`src/rtl/irq_ctrl.sv`:
```
// irq_ctrl: priority interrupt controller in front of the MCU core.
// Latches rising edges on the request lines and applies a software mask.
// Presents one source at a time as interrupt/irq, then tracks ack and eoi.
// Optional macro ROTATE_PRIO_EN selects rotating priority. When it is set,
// the last acked index becomes the lowest priority. When it is not set,
// bit 0 is always the highest priority.
module irq_ctrl #(
    parameter int         NUM_IRQ  = 8,
    parameter logic [7:0] MASK_RST = 8'h00
) (
    input  logic                       clock,
    input  logic                       reset_n,
    input  logic [NUM_IRQ-1:0]         req,
    input  logic                       mask_we,
    input  logic [NUM_IRQ-1:0]         mask_wdata,
    input  logic                       ack,
    input  logic                       eoi,
    output logic                       interrupt,
    output logic [$clog2(NUM_IRQ)-1:0] irq,
    output logic [NUM_IRQ-1:0]         pending,
    output logic                       in_service,
    output logic [NUM_IRQ-1:0]         mask
);

    localparam int IDX_W = $clog2(NUM_IRQ);

    typedef enum logic [1:0] {
        ST_IDLE = 2'd0,
        ST_REQ  = 2'd1,
        ST_SVC  = 2'd2
    } state_t;

    state_t                 state_r, state_next_s;
    logic [NUM_IRQ-1:0]     req_q_r;
    logic [NUM_IRQ-1:0]     pending_r, pending_next_s;
    logic [NUM_IRQ-1:0]     mask_r;
    logic                   interrupt_r, interrupt_next_s;
    logic [IDX_W-1:0]       irq_r, irq_next_s;
    logic                   in_service_r, in_service_next_s;
    logic [NUM_IRQ-1:0]     rise_s;
    logic [NUM_IRQ-1:0]     eligible_s;
    logic [NUM_IRQ-1:0]     clr_s;
    logic [IDX_W-1:0]       search_base_s;
    logic [IDX_W:0]         pick_s;
    logic                   sel_found_s;
    logic [IDX_W-1:0]       sel_idx_s;

    // Search the eligible vector starting at base, wrapping around.
    // Returns {found, index}; the first hit in search order wins.
    function automatic logic [IDX_W:0] pick_first(
        input logic [NUM_IRQ-1:0] elig,
        input logic [IDX_W-1:0]   base
    );
        logic             found;
        logic [IDX_W-1:0] sel;
        logic [IDX_W-1:0] idx;
        found = 1'b0;
        sel   = {IDX_W{1'b0}};
        for (int i = 0; i < NUM_IRQ; i++) begin
            idx = base + IDX_W'(i);
            if (!found && elig[idx]) begin
                found = 1'b1;
                sel   = idx;
            end else begin
                found = found;
            end
        end
        return {found, sel};
    endfunction

    assign rise_s      = req & ~req_q_r;
    assign eligible_s  = pending_r & ~mask_r;
    assign pick_s      = pick_first(eligible_s, search_base_s);
    assign sel_found_s = pick_s[IDX_W];
    assign sel_idx_s   = pick_s[IDX_W-1:0];

`ifdef ROTATE_PRIO_EN
    logic [IDX_W-1:0] last_acked_r, last_acked_next_s;

    assign search_base_s = last_acked_r + {{(IDX_W-1){1'b0}}, 1'b1};

    // Remember the most recently acked index so that it rotates to lowest priority.
    always_comb begin
        last_acked_next_s = last_acked_r;
        if (state_r == ST_REQ && ack) begin
            last_acked_next_s = irq_r;
        end else begin
            last_acked_next_s = last_acked_r;
        end
    end

    // Last-acked register; reset to the top index so the initial order is fixed priority.
    always_ff @(posedge clock or negedge reset_n) begin
        if (!reset_n) begin
            last_acked_r <= {IDX_W{1'b1}};
        end else begin
            last_acked_r <= last_acked_next_s;
        end
    end
`else
    assign search_base_s = {IDX_W{1'b0}};
`endif

    // Next state and outputs for the present/take/return handshake.
    always_comb begin
        state_next_s      = state_r;
        interrupt_next_s  = interrupt_r;
        irq_next_s        = irq_r;
        in_service_next_s = in_service_r;
        clr_s             = {NUM_IRQ{1'b0}};
        case (state_r)
            ST_IDLE: begin
                if (sel_found_s) begin
                    irq_next_s       = sel_idx_s;
                    interrupt_next_s = 1'b1;
                    state_next_s     = ST_REQ;
                end else begin
                    interrupt_next_s = 1'b0;
                end
            end
            ST_REQ: begin
                // ack has priority over a mask withdrawal in the same cycle
                if (ack) begin
                    clr_s[irq_r]      = 1'b1;
                    interrupt_next_s  = 1'b0;
                    in_service_next_s = 1'b1;
                    state_next_s      = ST_SVC;
                end else if (mask_r[irq_r]) begin
                    interrupt_next_s = 1'b0;
                    state_next_s     = ST_IDLE;
                end else begin
                    interrupt_next_s = 1'b1;
                end
            end
            ST_SVC: begin
                if (eoi) begin
                    in_service_next_s = 1'b0;
                    state_next_s      = ST_IDLE;
                end else begin
                    in_service_next_s = 1'b1;
                end
            end
            default: begin
                state_next_s      = ST_IDLE;
                interrupt_next_s  = 1'b0;
                in_service_next_s = 1'b0;
            end
        endcase
        // a fresh edge on the acked line in the ack cycle keeps it pending
        pending_next_s = (pending_r & ~clr_s) | rise_s;
    end

    // State, presented vector and handshake output registers.
    always_ff @(posedge clock or negedge reset_n) begin
        if (!reset_n) begin
            state_r      <= ST_IDLE;
            interrupt_r  <= 1'b0;
            irq_r        <= {IDX_W{1'b0}};
            in_service_r <= 1'b0;
        end else begin
            state_r      <= state_next_s;
            interrupt_r  <= interrupt_next_s;
            irq_r        <= irq_next_s;
            in_service_r <= in_service_next_s;
        end
    end

    // Request history, pending latch and mask register.
    always_ff @(posedge clock or negedge reset_n) begin
        if (!reset_n) begin
            req_q_r   <= {NUM_IRQ{1'b0}};
            pending_r <= {NUM_IRQ{1'b0}};
            mask_r    <= MASK_RST[NUM_IRQ-1:0];
        end else begin
            req_q_r   <= req;
            pending_r <= pending_next_s;
            if (mask_we) begin
                mask_r <= mask_wdata;
            end else begin
                mask_r <= mask_r;
            end
        end
    end

    assign interrupt  = interrupt_r;
    assign irq        = irq_r;
    assign pending    = pending_r;
    assign in_service = in_service_r;
    assign mask       = mask_r;

endmodule

```
`config.mk`:
```
export PLATFORM = sky130hd
export DESIGN_NAME = irq_ctrl
export DESIGN_NICKNAME = d
export VERILOG_FILES = /design/src/rtl/irq_ctrl.sv
export SDC_FILE = /design/constraint.sdc
export NUM_CORES = 1
export LEC_CHECK = 0
export BUFFER_PORTS_ARGS = -buffer_cell sky130_fd_sc_hd__buf_2
export CAP_MARGIN = 10
export CORE_MARGIN = 5
export CORE_UTILIZATION = 50
export CTS_CLUSTER_DIAMETER = 120
export DETAILED_ROUTE_END_ITERATION = 10
export GPL_ROUTABILITY_DRIVEN = 0
export GPL_TIMING_DRIVEN = 0
export PLACE_DENSITY = 0.78
export SETUP_SLACK_MARGIN = 0.3
export SYNTH_ARGS = -nofsm -noshare
export SYNTH_HDL_FRONTEND = slang
export SYNTH_SLANG_ARGS = --single-unit
```
`constraint.sdc`:
```
create_clock -name clock -period 3.05 [get_ports clock]
set_input_delay 0.915 -clock clock [delete_from_list [all_inputs] [get_ports clock]]
set_output_delay 0.915 -clock clock [all_outputs]
set_load 0.01 [all_outputs]
```
=== Word level (Yosys, flattened, before mapping) ===
Cells that the tools add are included.

* Add/sub/neg operators: 0
* Multiply operators: 0
* Divide/modulo/power cells: 0
* Order comparisons: 2
* Equality and inequality tests: 6
* Shifts and indexed selects: 0
* Mux-type cells: 33
* Bitwise gates (word level): 8
* Reduce and logical (&&, ||, !) cells: 19

{| class="wikitable"
|+ Operator list
! operator !! count
|-
| $and A8 B8 Y8 || 3
|-
| $not A8 Y8 || 3
|-
| $mux W1 || 16
|-
| $mux W8 || 2
|-
| $mux W2 || 6
|-
| $mux W3 || 4
|-
| $logic_and A1 B1 Y1 || 8
|-
| $or A8 B8 Y8 || 1
|-
| $logic_not A1 Y1 || 7
|-
| $ne A2 B2 Y1 const B || 3
|-
| $pmux W1 S3 || 2
|-
| $pmux W2 S3 || 1
|-
| $lt A3 B4 Y1 const B || 1
|-
| $reduce_and A2 Y1 || 2
|-
| $bmux W1 S3 || 1
|-
| $demux W1 S3 || 1
|-
| $ge A3 B1 Y1 const B || 1
|-
| $ne A3 B3 Y1 const B || 1
|-
| $reduce_and A3 Y1 || 1
|-
| $eq A2 B1 Y1 const B || 1
|-
| $eq A2 B2 Y1 const B || 1
|-
| $logic_not A2 Y1 || 1
|-
| $not A1 Y1 || 1
|}

* Flip-flop bits (word level): 31
* Bits in latches: 0
* Memory bits (writable): 0
* Memory bits (read-only): 0
* Input bits: 21
* Output and inout bits: 21
* Logic and storage cells: 75
* Memories: 0

=== Depth between registers and ports, before layout ===
Gate-level depths: netlist of the first run.

* Depth in word-level cells: 26
* Mapped depth: 7
* Mapped depth without buffers: 7

=== Worst setup path before layout of the first run ===
No wires, ideal clock.

* Path kind: input -> register
* From: input ack
* To: register state_r[0]
* Setup time: 0.127 ns
* Arrival: 1.605 ns
* Data required time: 2.923 ns
* Slack: 1.318 ns
* Stages on the path: 5
* Path buffers: 0
* Cells stage by stage: and2b_1 -> o221ai_1 -> a21oi_2 -> nor3_1 -> o32a_2

* Cells in the longest elaborated chain, start to end: 2
* Elaborated cells on any way between the ends: 4
* Those cells by class: 1 x eq/ne; 2 x mux; 1 x reduce/logical

{| class="wikitable"
|+ Ends and longest elaborated chain
! item !! RTL line !! RTL
|-
| from (decl) || 16 || <nowiki>input logic ack,</nowiki>
|-
| $ne A3 B3 Y1 (no source line) / $mux W2 (equally long branches) || n/a ||
|-
| $reduce_and A3 Y1 (no source line) / $pmux W2 S3 (equally long branches) || n/a ||
|-
| to (signal assigned) || 161 || <nowiki>state_r <= state_next_s;</nowiki>
|-
| to (decl) || 33 || <nowiki>state_t state_r, state_next_s;</nowiki>
|}

Parallel ways exist; a longest one is shown, timed or not.
A chain may end at the register's enable or synchronous reset.

=== Worst setup path in the final report of the first run ===
* From: register irq_r[1], in the netlist irq[1]
* To: output irq[1]

{| class="wikitable"
|+ RTL lines
! item !! RTL line !! RTL
|-
| from (decl) || 38 || <nowiki>logic [IDX_W-1:0] irq_r, irq_next_s;</nowiki>
|-
| from (signal assigned) || 158 || <nowiki>irq_r <= {IDX_W{1'b0}};</nowiki>
|-
| from (signal assigned) || 163 || <nowiki>irq_r <= irq_next_s;</nowiki>
|-
| to (decl) || 19 || <nowiki>output logic [$clog2(NUM_IRQ)-1:0] irq,</nowiki>
|}

No word-level cell between the ends.

==> results of run 1 <==
==> routing by layer <==
| metal | routed length (microns) | track usage | up-vias |
|---|---|---|---|
| met4 | 58 | 0.07013 | 0 |
| met2 | 1593 | 0.2795 | 28 |
| li1 | - | - | 521 |
| met1 | 1229 | 0.2041 | 518 |
| met5 | 0 | 0 | - |
| met3 | 191 | 0.05684 | 6 |
==> flip-flops by register name (all words and copies together) (netlist names) <==
| signal | flops |
|---|---|
| irq | 3 |
| interrupt | 1 |
| state_r | 2 |
| req_q_r | 8 |
| pending | 8 |
| mask | 8 |
| in_service | 1 |
==> area by class of cell <==
class | count | area (sq um)
clock buffers | 8 | 68.82
plain buffers | 3 | 22.52
well taps | 31 | 38.79
fillers | 234 | 1011
flip-flops and latches | 31 | 775.7
multi-input cells | 75 | 564.3
inverters | 14 | 52.55
repair buffers | 40 | 200.2
==> stage by stage <==
stage | area [sq um] | instances | worst slack (ps) | utilization
2_1_floorplan | 1415 | 123 | 1318 | -
3_3_place_gp | 1654 | 194 | 1064 | 0.6050
3_5_place_dp | 1654 | 194 | 1023 | 0.6050
4_1_cts | 1723 | 202 | 1110 | 0.6302
5_1_grt | 1723 | 202 | 1071 | 0.6302
6_report | 1723 | 202 | 1132 | 0.6302
==> how the worst max path moves through the flow <==
stage | start | end | slack, ps | cells after the start
3_5_place_dp | ack | state_r[0] | 1020 | 6
5_1_grt | irq[1] | irq[1] | 1070 | 1
6_report | irq[1] | irq[1] | 1130 | 1
2_1_floorplan | ack | state_r[0] | 1320 | 5
4_1_cts | irq[1] | irq[1] | 1110 | 1
3_3_place_gp | ack | state_r[0] | 1060 | 6
==> synthesized netlist by cell type, types with 3 or more instances <==
cell type / number / share of area
inv_1: 13 / 0.034
a21oi_1: 5 / 0.018
mux2i_1: 4 / 0.028
nor2b_1: 3 / 0.013
ha_1: 3 / 0.027
o21ai_0: 17 / 0.060
nand3_1: 4 / 0.014
nand2b_1: 5 / 0.022
nand2_1: 6 / 0.016
dfrtp_1: 31 / 0.55
mux2_2: 7 / 0.056
==> kinds of logic (layout without fill, tap and decap cells) <==
family | after synthesis | after routing
buffers and inverters | 17 | 65
flip-flops | 31 | 31
multiplexers | 12 | 12
adder cells (fa/ha/maj) | 3 | 3
AND/OR/NAND/NOR | 25 | 25
AO/OA/AOI/OAI | 35 | 35
==> cells in the final DEF (no fill, tap or decap), types with 2 or more instances in the layout <==
cell and instances:
clkbuf_8 2, nand2b_1 5, ha_1 3, mux2_2 7, nand2b_2 2, clkbuf_4 5
and2b_1 2, nand3_1 4, buf_2 40, a21oi_1 5, dfrtp_1 31, clkbuf_1 2
o21ai_0 17, a21o_1 2, nand2_1 6, inv_1 13, o31ai_1 2, nor2b_1 3
mux2i_1 4
==> report_power, final <==
| group | internal, W | leakage, nW | switching [W] |
|---|---|---|---|
| Combinational | 0.000265 | 0.436 | 0.000304 |
| Clock | 0.000135 | 0.0386 | 0.000137 |
| Sequential | 0.000506 | 0.346 | 0.0000847 |
==> metrics.txt, run 1 <==
run status finished, final reports clean; initial DRC count 50; Die Wd ~63 microns; Cell Chain, Critical Path buf_2; die area between 0.003 and 0.004 sq mm; R2R Setup Slk about 1300 ps; first drt pass iteration count 4; CP Max Fanout 8; simple-gate share of the synthesized area 0.1149; Worst-Margin Slew 660.2 ps; Worst Path Arrival 1000 ps; via count roughly 1,100; post-synthesis mux area share 0.09991; sequential share of the synthesized area 0.5482; Worst setup EP type output pin; initial antenna violation count 0; xor-xnor portion of the synthesized cell area 0; synthesized cell area about 0.0014 sq mm; reg2reg start state_r[1]; hold path depth 1; # hold bufs at CTS 0; Rel. slew slack 0.5599; setup TNS after final layout 0 ps; row count 19; Sink Count 31; Largest delay share family, worst path flip-flops; power per standard cell area between 800 and 900 mW/mm^2; Final Cycle Share 0.6288; Hold WC Path Type reg2reg; nets@finish between 150 and 200; Min Hold Slack 420.7 ps; Clock Pin Slew Worst Setup and Hold Paths around 100 ps; antenna fix cells 0; CTS max path bufs 2; clk_lat worst skew roughly 330 ps; largest net degree at the start of global routing 32; core footprint approximately 0.0027 sq mm; Hold EP pending[7]; Area Growth Syn to Fin 21.75%; Critical Path Start Type register; ratio of cells with drive above 1 in the final layout 0.3743; io pins 42; post_cts resized 0; Hold Startpoint req_q_r[7]; CP peak stage delay about 490 ps; CP Data Required Time about 2100 ps; Root Buffer Master clkbuf_4; Max-Cap Viols 0; endpoints failing setup 0; total wire length about 3.1 mm; Mapped Cells 123; R2R cell count 7; fmax ~0.52 GHz; FF-to-FF End state_r[0]; first-pass GRT wire length ~5.3 mm; TritonCTS Buffers 5; Adder-Cell Fraction of Synth Area 0.02653; Leakage Power 0.8210 nW; die height 63.20 microns; peak supply drop 0.0005833 V; Max Slew Vio Count 0; YS warnings 0; type of the worst setup path reg2out; total gr overflow 0; vias in the first global route 1,145; slowest cell on the critical path dfrtp_1; Mapped Avg Cell Area approximately 12 sq um; RSZ-0062 raised after global routing no; fin crit period 1918 ps; DPL Wire Length ~2.4 mm; Design Power between 0.001 and 0.0015 W; post-synthesis register bit count 31; residual DRC count 0; Fin. Hold Viols 0; Starting Density 0.5176; post-route ant nets 0; I/O Buffers 40; count of different cell masters after synthesis 32; complex-gate fraction of the synthesized area 0.1574; ys flop type dfrtp_1; Vias/cell between 5 and 6; Max Clock Skew roughly 9.5 ps; GRT Resource Usage Total 0.1703; post-CTS setup buffers 0; H-tree depth 2; Async S/R FF share, synth 1.000; Syn Nets between 100 and 150; EDFF count, synth 0; DR WL/cell roughly 15 microns; combinational family with the most area after synthesis compound AO/OA/AOI/OAI gates; CP bufs+invs 1; CTS tree yes
Power figures use the tool's default switching activity.
==> inputs of run 2 (changes only) <==
- clock period: 3.05 -> 1.85 ns (I/O delays scaled with it)
==> run 2 against run 1 <==
- cell count increased by 1.5%
- non-clock buffer count increased by 3
- flip-flop and latch count unchanged
- count of clock-buffer cells in the layout unchanged
- worst setup slack got worse by 860 ps
- sequential power increased by 68%
- critical path type is now reg2reg
- largest cell class unchanged
- die area unchanged
- register-to-register slack got worse by 1100 ps
- clock skew decreased by 8.2 ps
- cell area increased by 5.2%
==> metrics.txt, run 2 (same netlist as run 1, synthesis figures left out) <==
Critical Path Start Type register; initial DRC count 34; type of the worst setup path reg2reg; Clock Pin Slew Worst Setup and Hold Paths 90 ps; Vias/cell between 5 and 6; DR WL/cell roughly 16 microns; Cell Chain, Critical Path buf_6, mux4_2, a21oi_4, nor3_1, o32a_2; Worst-Margin Slew approximately 670 ps; Starting Density 0.5176; commonest non-fill, non-tap cells in the layout 40 x buf_2, 29 x dfrtp_1, 17 x o21ai_0; clk_lat worst skew roughly 320 ps; endpoints failing setup 0; antenna fix cells 0; Hold WC Path Type in2async; Sink Count 31; # hold bufs at CTS 0; RSZ-0062 raised after global routing yes; nets@finish around 200; total gr overflow 0; Worst Path Arrival around 1800 ps; power per standard cell area between 1000 and 1500 mW/mm^2; I/O Buffers 40; via count 1,098; H-tree depth 2; fin crit period between 1500 and 2000 ps; die area 0.003994 sq mm; Rel. slew slack 0.5565; DPL Wire Length between 2 and 2.5 mm; slowest cell on the critical path mux4_2; initial antenna violation count 0; Die Wd 63.20 microns; Max-Cap Viols 0; first drt pass iteration count 4; most common cell after layout, fill and taps aside buf_2; Final Cycle Share 0.8511; peak supply drop 0.001113 V; Filler Cell Count 216; TritonCTS Buffers 5; Max Clock Skew 1.233 ps; fmax roughly 0.64 GHz; first-pass GRT wire length between 5 and 6 mm; Fin. Hold Viols 0; CTS max path bufs 2; post-route ant nets 0; total wire length 3.220 mm; Area Growth Syn to Fin 28.12%; CP Max Fanout 4; CP peak stage delay between 500 and 600 ps; CP Data Required Time between 2000 and 2500 ps; residual DRC count 0; Design Power about 0.0025 W; GRT Resource Usage Total 0.1708; Leakage Power ~0.86 nW; ratio of cells with drive above 1 in the final layout 0.4253; vias in the first global route between 1,000 and 1,500; row count 19; Max Slew Vio Count 0; CTS tree yes; run status finished, final reports clean; Worst setup EP type register; core footprint about 0.0027 sq mm; die height 63.20 microns; io pins 42; setup TNS after final layout 0 ps; largest net degree at the start of global routing 32; Root Buffer Master clkbuf_4
-- run 2: changes by cell type in the layout (fill, tap and decap cells not counted), moves of 2 or more --
cell and delta:
buf_4 +3, dfrtp_1 -2, dfrtp_2 +2, nand2b_1 -2
nand2b_2 -2, nand2b_4 +4
-- run 2: stage by stage --
step                cells    util  area (sq um)  setup WS (ps)  hold WS (ps)
detailed placement    194  0.6050          1654          192.9         411.1
finish                205  0.6632          1813          275.5         252.2
global route          205  0.6632          1813          223.4         291.3
global placement      194  0.6050          1654          253.1         404.1
CTS                   203  0.6380          1744          265.1         269.5
floorplan             123       -          1415          304.5         259.4
-- run 2: cell type report --
cell class,instances,area (sq um),area share
plain buffers,3,22.52,0.01242
multi-input cells,75,629.4,0.3471
flip-flops and latches,31,778.2,0.4293
inverters,14,52.55,0.02899
well taps,31,38.79,0.02139
clock buffers,8,68.82,0.03796
repair buffers,43,222.7,0.1228
-- run 2: what timing repair did --
| item | CTS | global route |
|---|---|---|
| setup buffers | 1 | 2 |
| resized for setup | 3 | 9 |
| endpoints found under the setup margin | 4 | 6 |
| pin swaps | 1 | 1 |
-- run 2: final timing paths --
| kind | cells past startpoint | endpoint | slack [ps] | start |
|---|---|---|---|---|
| worst max-delay path | 5 | state_r[0] | 280 | irq[0] |
| worst min-delay path | 1 | req_q_r[0] | 250 | reset_n |
| worst max register to register | 5 | state_r[0] | 280 | irq[0] |
| worst min register to register | 1 | pending[5] | 420 | req_q_r[5] |
| max in group asynchronous | 1 | irq[1] | 1130 | reset_n |
| min in group clock | 1 | req_q_r[1] | 340 | req[1] |
-- run 2: worst max-delay path, delay by kind of cell (launching register included) --
family / cells / cell delay, ps
simple gates: 1 / 80
buf+inv: 1 / 130
compound gates: 2 / 360
flops: 1 / 370
mux: 1 / 520
-- run 2: report_power, final --
part	total [W]	switching (W)	internal [W]
Combinational	0.00105	0.000548	0.000504
Sequential	0.000995	0.000157	0.000839
Clock	0.000440	0.000217	0.000223
-- run 2: layer usage --
metal  share of wire  vias to the layer above  track usage
met5               0                        -            0
li1                -                      530            -
met1            0.40                      530       0.1920
met4           0.014                        0      0.05455
met2            0.53                       34       0.2949
met3           0.062                        4      0.06750
==> inputs of run 3 (changes only) <==
- CELL_PAD_IN_SITES_DETAIL_PLACEMENT: default -> 1
- CELL_PAD_IN_SITES_GLOBAL_PLACEMENT: default -> 2
- CORE_UTILIZATION: 50 -> 31
- PLACE_DENSITY: 0.78 -> default
- PLACE_DENSITY_LB_ADDON: default -> 0.1
==> run 3 against run 2 <==
- first-iteration DRC count fell by 12%
- critical path depth did not move
- largest power group unchanged
- worst hold slack improved by 66 ps
- total power rose by 1.6%
- highest routed layer unchanged
- global-route usage fell by 4.7 points
- flip-flop and latch count did not move
- die area rose by 51%
- worst setup slack got worse by 22 ps
- critical path type unchanged
- non-clock buffer count rose by 1
- largest cell class unchanged
==> metrics.txt, run 3 (same netlist as run 1, synthesis figures left out) <==
fin worst setup slack ~250 ps; ratio of cells with drive above 1 in the final layout 0.4343; setup TNS after final layout 0 ps; clk_lat worst skew between 200 and 300 ps; Net Sw Frac 0.3690; first-pass GRT wire length roughly 5.9 mm; die area approximately 0.006 sq mm; Hold WC Path Type in2async; GRT Resource Usage Total 0.1239; reg2reg start irq[0]; Filler Cell Count between 500 and 600; DPL Wire Length between 2 and 3 mm; Clock Pin Slew Worst Setup and Hold Paths approximately 70 ps; DR WL/cell approximately 15 microns; power per standard cell area about 1400 mW/mm^2; type of the worst setup path reg2reg; Starting Density 0.3228; Area Growth Syn to Fin 29.62%; initial DRC count 30; Rel. slew slack 0.5302; Worst-Margin Slew approximately 700 ps; first drt pass iteration count 3; endpoints failing setup 0; die height roughly 78 microns; Max-Cap Viols 0; Flop pwr share 0.389; residual DRC count 0; clock network fraction of design power 0.204; Final Cycle Share 0.8632; antenna fix cells 0; core footprint approximately 0.0044 sq mm; CP Max Fanout 5; net switching power around 0.00093 W; fmax between 0.6 and 0.7 GHz; nets@finish 198; initial antenna violation count 0; CTS max path bufs 2; Cells after DPL between 200 and 250; Worst Path Arrival roughly 1800 ps; Post-Layout Cell Count between 200 and 250; largest net degree at the start of global routing 32; CP Data Required Time roughly 2000 ps; vias in the first global route approximately 1,200; most common cell after layout, fill and taps aside buf_2; post-route ant nets 0; Design Power roughly 0.0025 W; I/O Buffers 40; run status finished, final reports clean; via count approximately 1,100; Worst Setup SP irq[0]; CTS tree yes; Max Slew Vio Count 0; Setup WS pre-CTS approximately 220 ps; # hold bufs at CTS 0; Die Wd 77.57 microns; Vias/cell 4.793; fin crit period approximately 1600 ps; Max Clock Skew about 5 ps; Root Buffer Master clkbuf_8; part of the power in combinational logic 0.407; H-tree depth 2; Leakage Power approximately 0.85 nW; total wire length ~3.4 mm; TritonCTS Buffers 5; total gr overflow 0; Sink Count 31; RSZ-0062 raised after global routing yes; peak supply drop roughly 0.00051 V; Critical Path Start Type register; Placement Cell Area 0.001680 sq mm; io pins between 40 and 50; commonest non-fill, non-tap cells in the layout 40 x buf_2, 29 x dfrtp_1, 17 x o21ai_0; row count 24; Internal 0.001594 W; Fin. Hold Viols 0; post-route cell area 0.001834 sq mm; Worst setup EP type register
==> run 3: layout make-up <==
cell class	instances	area, sq um	share of cell area
sequential	31	778.2	0.4243
multi-input combinational	75	600.6	0.3274
timing repair buffer	44	230.2	0.1255
clock buffer	6	72.57	0.03956
tap	52	65.06	0.03547
inverter	14	52.55	0.02865
buffer	3	22.52	0.01228
clock inverter	2	12.51	0.006821
==> run 3: through the flow <==
step | util | hold slack [ps]
floorplan | - | 259.4
global placement | 0.3833 | 402.4
detailed placement | 0.3833 | 411.1
CTS | 0.4090 | 339.1
global route | 0.4184 | 371.2
finish | 0.4184 | 317.9
==> run 3: worst paths after layout <==
check / cells past startpoint / slack (ps) / endpoint
max: 5 / 250 / state_r[0]
max reg2reg: 5 / 250 / state_r[0]
min reg2reg: 1 / 420 / pending[7]
min: 1 / 320 / req_q_r[0]
max in group asynchronous: 1 / 1040 / irq[1]
min in group clock: 1 / 390 / req_q_r[5]
==> run 3: power groups by stage <==
stage / combinational (W) / sequential [W] / clock (W)
after global routing: 0.00115 / 0.00102 / 0.000570
final: 0.00103 / 0.000982 / 0.000516
after CTS: 0.000991 / 0.000989 / 0.000544
after floorplan: 0.000585 / 0.00102 / 0
after global placement: 0.000937 / 0.000990 / 0
after detailed placement: 0.000950 / 0.000997 / 0
==> run 3: critical path: stages (launching register included) <==
cell and delay, ps:
dfrtp_1 370, buf_6 130, mux4_2 530, a21oi_4 230, nor3_2 50, o32a_2 170
==> run 3: repair_timing <==
item | in CTS | in global routing
hold endpoints to repair | 0 | 0
gates resized for setup | 5 | 4
setup buffers | 1 | 3
pin swaps | 1 | 2
endpoints found under the setup margin | 4 | 5
==> run 3: routing by layer <==
| layer | track usage | wire (microns) | up-vias | part of all wire |
|---|---|---|---|---|
| met4 | 0.04639 | 54 | 0 | 0.016 |
| li1 | - | - | 531 | - |
| met3 | 0.04167 | 189 | 7 | 0.055 |
| met5 | 0 | 0 | - | 0 |
| met1 | 0.1467 | 1493 | 526 | 0.44 |
| met2 | 0.2079 | 1685 | 24 | 0.49 |
